[src/rtl/instruction_encoder_pkg.sv]
// instruction_encoder_pkg: shared formats, error codes, opcodes and the encoded-word record
package instruction_encoder_pkg;
  typedef enum logic [2:0] {
    FMT_R = 3'd0,
    FMT_I = 3'd1,
    FMT_S = 3'd2,
    FMT_B = 3'd3,
    FMT_U = 3'd4,
    FMT_J = 3'd5
  } inst_format_t;
  typedef enum logic [1:0] {
    ERR_NONE  = 2'd0,
    ERR_RANGE = 2'd1,
    ERR_ALIGN = 2'd2,
    ERR_FMT   = 2'd3
  } enc_err_t;
  localparam logic [6:0] OPC_OP_IMM = 7'b0010011;
  localparam logic [6:0] OPC_LUI    = 7'b0110111;
  localparam logic [6:0] OPC_JAL    = 7'b1101111;
  localparam logic [6:0] OPC_BRANCH = 7'b1100011;
  localparam logic [6:0] OPC_STORE  = 7'b0100011;
  typedef struct packed {
    logic [31:0] instr;
    logic        err;
    enc_err_t    code;
  } enc_word_t;
endpackage

[src/rtl/instruction_encoder_imm_scatter.sv]
// instruction_encoder_imm_scatter: places imm into format bit positions and flags range/alignment/format errors (fmt,imm -> imm_bits,err_code)
module instruction_encoder_imm_scatter
  import instruction_encoder_pkg::*;
(
  input  inst_format_t fmt,
  input  logic [31:0]  imm,
  output logic [31:0]  imm_bits,
  output enc_err_t     err_code
);
  logic rng_i, rng_b, rng_j, rng_u, odd;
  assign rng_i = !(&imm[31:11] || ~|imm[31:11]);
  assign rng_b = !(&imm[31:12] || ~|imm[31:12]);
  assign rng_j = !(&imm[31:20] || ~|imm[31:20]);
  assign rng_u = |imm[11:0];
  assign odd   = imm[0];
  always_comb begin
    imm_bits = '0;
    err_code = ERR_NONE;
    case (fmt)
      FMT_R: ;
      FMT_I: begin
        imm_bits = {imm[11:0], 20'b0};
        err_code = rng_i ? ERR_RANGE : ERR_NONE;
      end
      FMT_S: begin
        imm_bits = {imm[11:5], 13'b0, imm[4:0], 7'b0};
        err_code = rng_i ? ERR_RANGE : ERR_NONE;
      end
      FMT_B: begin
        imm_bits = {imm[12], imm[10:5], 13'b0, imm[4:1], imm[11], 7'b0};
        err_code = odd ? ERR_ALIGN : rng_b ? ERR_RANGE : ERR_NONE;
      end
      FMT_U: begin
        imm_bits = {imm[31:12], 12'b0};
        err_code = rng_u ? ERR_RANGE : ERR_NONE;
      end
      FMT_J: begin
        imm_bits = {imm[20], imm[10:1], imm[11], imm[19:12], 12'b0};
        err_code = odd ? ERR_ALIGN : rng_j ? ERR_RANGE : ERR_NONE;
      end
      default: err_code = ERR_FMT;
    endcase
  end
endmodule

[src/rtl/instruction_encoder.sv]
// instruction_encoder: streaming RV32 encoder with 2-entry skid buffer and saturating counters (in_* request -> out_* word, enc_count/err_count)
module instruction_encoder
  import instruction_encoder_pkg::*;
#(
  parameter int CNT_W = 16
) (
  input  logic             clk,
  input  logic             rst,
  input  logic             in_valid,
  output logic             in_ready,
  input  inst_format_t     in_fmt,
  input  logic [6:0]       in_opcode,
  input  logic [4:0]       in_rd,
  input  logic [4:0]       in_rs1,
  input  logic [4:0]       in_rs2,
  input  logic [2:0]       in_funct3,
  input  logic [6:0]       in_funct7,
  input  logic [31:0]      in_imm,
  output logic             out_valid,
  input  logic             out_ready,
  output logic [31:0]      out_instr,
  output logic             out_err,
  output logic [1:0]       out_err_code,
  output logic [CNT_W-1:0] enc_count,
  output logic [CNT_W-1:0] err_count
);
  enc_word_t   enc_w, out_w, skid_w;
  enc_err_t    code;
  logic [31:0] imm_bits, fields;
  logic        skid_valid, accept, drain, to_skid, skid_next;
  logic        has_rd, has_rs1, has_rs2, has_f7;
  instruction_encoder_imm_scatter u_scatter (
    .fmt      (in_fmt),
    .imm      (in_imm),
    .imm_bits (imm_bits),
    .err_code (code)
  );
  assign has_rd  = in_fmt inside {FMT_R, FMT_I, FMT_U, FMT_J};
  assign has_rs1 = in_fmt inside {FMT_R, FMT_I, FMT_S, FMT_B};
  assign has_rs2 = in_fmt inside {FMT_R, FMT_S, FMT_B};
  assign has_f7  = in_fmt == FMT_R;
  assign fields = {has_f7 ? in_funct7 : 7'b0, has_rs2 ? in_rs2 : 5'b0, has_rs1 ? in_rs1 : 5'b0,
                   has_rs1 ? in_funct3 : 3'b0, has_rd ? in_rd : 5'b0, in_opcode};
  always_comb begin
    enc_w.instr = code == ERR_FMT ? 32'b0 : fields | imm_bits;
    enc_w.err   = code != ERR_NONE;
    enc_w.code  = code;
  end
  assign accept    = in_valid && in_ready;
  assign drain     = out_valid && out_ready;
  assign to_skid   = accept && out_valid && !drain;
  assign skid_next = to_skid || (skid_valid && !drain);
  always_ff @(posedge clk) begin
    if (rst) begin
      out_valid  <= 1'b0;
      skid_valid <= 1'b0;
      in_ready   <= 1'b1;
      out_w      <= '0;
      skid_w     <= '0;
      enc_count  <= '0;
      err_count  <= '0;
    end else begin
      if (drain && skid_valid) out_w <= skid_w;
      else if (accept && (!out_valid || drain)) out_w <= enc_w;
      if (to_skid) skid_w <= enc_w;
      out_valid  <= skid_valid || (out_valid && !drain) || accept;
      skid_valid <= skid_next;
      in_ready   <= !skid_next;
      if (drain && !(&enc_count)) enc_count <= enc_count + 1'b1;
      if (drain && out_w.err && !(&err_count)) err_count <= err_count + 1'b1;
    end
  end
  assign out_instr    = out_w.instr;
  assign out_err      = out_w.err;
  assign out_err_code = out_w.code;
endmodule

[config.mk]
export PLATFORM = sky130hd
export DESIGN_NAME = instruction_encoder
export DESIGN_NICKNAME = d
export VERILOG_FILES = /design/src/rtl/instruction_encoder_pkg.sv /design/src/rtl/instruction_encoder_imm_scatter.sv /design/src/rtl/instruction_encoder.sv
export SDC_FILE = /design/constraint.sdc
export NUM_CORES = 1
export LEC_CHECK = 0
export ABC_CLOCK_PERIOD_IN_PS = 2800
export CAP_MARGIN = 10
export CORE_MARGIN = 5
export CORE_UTILIZATION = 46
export CTS_BUF_LIST = sky130_fd_sc_hd__clkbuf_4
export DETAILED_ROUTE_END_ITERATION = 16
export PLACE_DENSITY_LB_ADDON = 0.08
export SETUP_SLACK_MARGIN = 0.5
export SYNTH_ARGS = -nofsm -noshare
export SYNTH_HDL_FRONTEND = slang
export SYNTH_HIERARCHICAL = 1
export SYNTH_SLANG_ARGS = --single-unit
[constraint.sdc]
create_clock -name clk -period 2.8 [get_ports clk]
set_input_delay 0.84 -clock clk [delete_from_list [all_inputs] [get_ports clk]]
set_output_delay 0.84 -clock clk [all_outputs]
set_load 0.05 [all_outputs]
==> run summary <==
RUN
-------------------------------------------------------------------------------
Number of maximum-capacitance violations                                      0

SETUP PATH
-------------------------------------------------------------------------------
Kind of end point of the critical path                                 register
Worst-path cell with the longest stage delay                             nor3_2
Worst stage delay on the critical path                                  0.33 ns
Type of element launching the critical path                        primary input
Endpoint of the worst-slack reg-to-reg timing path                 enc_count[9]$_SDFFE_PP0P_
Setup slack of the most critical reg-to-reg path                        0.83 ns
Cell-by-cell trace of the critical path                            buf_2 > nand4_1 > nor3_2 > nor2_1 > a32oi_1 > o211ai_1 > buf_4 > buf_12 > nand2_8 > o21a_1 > nand2_1 > a21oi_2
Maximum fanout along the worst path                                           8
Arrival @ worst endpoint                                                2.74 ns
Reg-to-reg startpoint                                              enc_count[2]$_SDFFE_PP0P_
Category of the critical setup timing path                         primary input to register
Critical Path RT                                                        3.21 ns
Reg2Reg Depth                                                                 4

GLOBAL ROUTE
-------------------------------------------------------------------------------
Global-route wire length before repair                                  26.2 mm
Antenna violations before repair                                              0
GRT Resource Usage Total                                                  23.3%
GRT Residual Overflow                                                         0
Pin count of the biggest net entering global routing                         54
Vias in the first global route                                             5504

CLOCK TREE
-------------------------------------------------------------------------------
Clk pin slew, worst setup/hold paths                                    0.19 ns
TritonCTS clock tree                                                       done
CTS Buffer Depth                                                              2
Total number of H-tree levels                                                 3
Clock latency reported for the late side of the worst-skew pair         0.47 ns
Clock sink count                                                            105
Master cell of the clock root buffer                                   clkbuf_4
Number of buffers inserted during clock tree synthesis                        9

RUN STATUS
-------------------------------------------------------------------------------
Outcome                                                            complete, no violations

SYNTHESIS
-------------------------------------------------------------------------------
Cell Area, Synth                                                      5280 um^2
Most area-hungry cell type in the Yosys netlist                         dfxtp_1
Netlist cell types                                                           59
Synth Flop Type                                                         dfxtp_1
Top-area cell type share of the netlist area                              39.8%
Synthesis-stage register bit count                                          105
Proportion of synthesized chip area in sequential cells                   39.8%
Post-Syn Area per Cell                                                8.33 um^2
Most numerous cell types in the synthesized netlist                105 x dfxtp_1, 61 x a21oi_1, 59 x nand2_1, 57 x nor2_1, 30 x clkbuf_1
Cell types occupying the most area after synthesis                 dfxtp_1 40%, a21oi_1 5.8%, a222oi_1 5.1%
Cell with the most instances after synthesis                            dfxtp_1
Fraction of registers with async set or reset after synthesis                0%
Yosys synthesis warning count                                                 6
Gate Count Post-Synth                                                       633
Count of flip-flops with a built-in enable after synthesis                    0

STA
-------------------------------------------------------------------------------
Final setup viols                                                             0
Final TNS setup                                                            0 ns
Final-report max-slew violation count                                         0
Final critical-path share of the clock period                             83.3%
Worst slew margin relative to its limit                                   52.0%
Final Hold Slack                                                       0.470 ns
Achievable clock frequency                                              429 MHz
Unrepaired setup endpoints after global routing                            true
Clock period minus worst slack                                          2.33 ns
Final number of hold-violating endpoints                                      0
Worst Tran Pin Value                                                   0.714 ns
Setup Skew                                                            0.0159 ns

PLACED DESIGN
-------------------------------------------------------------------------------
Routability Congestion                                                    0.883
Number of buffers added on ports                                            139
Half-perimeter wire length after detailed placement                     11.6 mm
Instance area at placement                                            7070 um^2

ROUTING
-------------------------------------------------------------------------------
Via total after detailed routing                                           5612
Number of DRC markers after the initial detailed-route iteration            636
Sum of routed wire length over all layers                               16.2 mm
DRC Markers                                                                   0
Vias per cell                                                              5.93
Drt wl/cell                                                             17.1 um
Post-route antenna net violation count                                        0
Number of iterations in the first detailed-routing pass                       8

DIE
-------------------------------------------------------------------------------
Die boundary height                                                      117 um
Die outline area                                                     13700 um^2
Initial core utilization                                                  46.6%
Core region area                                                     11300 um^2
Floorplan row count                                                          39
I/O pin total                                                               140
Horizontal extent of the die                                             117 um

MIN PATH
-------------------------------------------------------------------------------
Source of the worst hold timing path                               skid_w[20]$_SDFFE_PP0P_
Tightest Hold Check Type                                           register to register
Min-Delay Path Depth                                                          2
End point of the most critical hold path                           skid_w[20]$_SDFFE_PP0P_

PWR
-------------------------------------------------------------------------------
Leakage power of the design                                             2.76 nW
Max rail drop VDD                                                      0.213 mV
Pwr dens                                                            421 nW/um^2

FINISH
-------------------------------------------------------------------------------
Area taken by multi-input logic gates                                 3050 um^2
Fill cell count                                                             964
Layout cell share with drive strength beyond 1                            22.4%
Growth of design area from synthesis to finish                            37.5%
Final core utilization                                                    64.1%
Final-stage net count                                                       871
Total inserted antenna cells                                                  0
Register area                                                         2100 um^2
Area of all placed cells without fillers                              7250 um^2

==> placed cells by master, fill, tap and decap left out, types with 16 or more instances in the layout <==
master / count
a21oi_1: 56
a222oi_1: 27
a22oi_1: 26
buf_4: 55
clkbuf_2: 29
clkdlybuf4s15_1: 24
clkdlybuf4s50_1: 34
dfxtp_1: 104
dlygate4sd2_1: 22
nand2_1: 58
nor2_1: 55
nor2b_1: 22
o21a_1: 16
o31ai_1: 17
==> through the flow <==
step | instances | power (W) | worst slack, ns
2_1_floorplan | 639 | 0.00199 | 0.256
3_3_place_gp | 923 | 0.00228 | -0.333
3_5_place_dp | 923 | 0.00229 | -0.413
4_1_cts | 945 | 0.00304 | 0.343
5_1_grt | 946 | 0.00320 | 0.428
6_report | 946 | 0.00305 | 0.468
==> area by class of cell <==
cell class / count / area share [%]
multi-input cells: 467 / 42.1
clock buffers: 9 / 0.932
clock inverters: 7 / 0.949
flip-flops and latches: 105 / 29.0
inverters: 15 / 0.776
well taps: 143 / 2.47
repair buffers: 200 / 23.8
==> worst max-delay path by stage <==
| stage | from | endpoint | slack [ns] |
|---|---|---|---|
| 3_3_place_gp | in_imm[27] | out_instr[10]$_SDFFE_PP0P_ | -0.33 |
| 2_1_floorplan | in_fmt[1] | out_instr[15]$_SDFFE_PP0P_ | 0.26 |
| 5_1_grt | in_imm[31] | skid_w[9]$_SDFFE_PP0P_ | 0.43 |
| 4_1_cts | enc_count[7]$_SDFFE_PP0P_ | enc_count[7] | 0.34 |
| 3_5_place_dp | in_imm[24] | out_instr[14]$_SDFFE_PP0P_ | -0.41 |
| 6_report | in_imm[31] | skid_w[22]$_SDFFE_PP0P_ | 0.47 |
==> where the power goes <==
part | total (W) | switching [W] | internal (W)
Combinational | 0.000706 | 0.000413 | 0.000292
Clock | 0.000769 | 0.000558 | 0.000212
Sequential | 0.00157 | 0.0000317 | 0.00154
==> per-layer routing <==
| metal | up-vias | GRT usage (%) | wire [um] |
|---|---|---|---|
| li1 | 2702 | - | - |
| met1 | 2659 | 29.9 | 7100 |
| met2 | 223 | 38.9 | 7600 |
| met3 | 28 | 5.81 | 1140 |
| met4 | 0 | 7.19 | 354 |
| met5 | - | 0 | 0 |
==> timing repair <==
item / in CTS / in global routing
hold buffers: 0 / 0
gates cloned: 2 / 1
pin swaps: 17 / 23
gates resized for setup: 208 / 97
setup endpoints to repair: 136 / 112
setup buffers: 4 / 0
==> flip-flops by register name, summed over array words and instances (netlist names) <==
register      cells
err_count        16
out_err           1
in_ready          1
enc_count        16
skid_w           35
out_err_code      2
skid_valid        1
out_instr        32
out_valid         1
==> cell families after synthesis <==
logic type / synth area share (%)
compound gates: 27.2
xor+xnor: 0.166
fa+ha+maj: 0.474
buf+inv: 5.98
flops: 39.8
mux: 1.26
other cells: 0.0711
simple gates: 25.0
==> worst max-delay path, delay by kind of cell <==
kind / cells / cell delay [ns]
compound gates: 4 / 0.67
buf+inv: 3 / 0.46
simple gates: 5 / 0.78
Note: power is estimated with default switching activity, not from simulation.
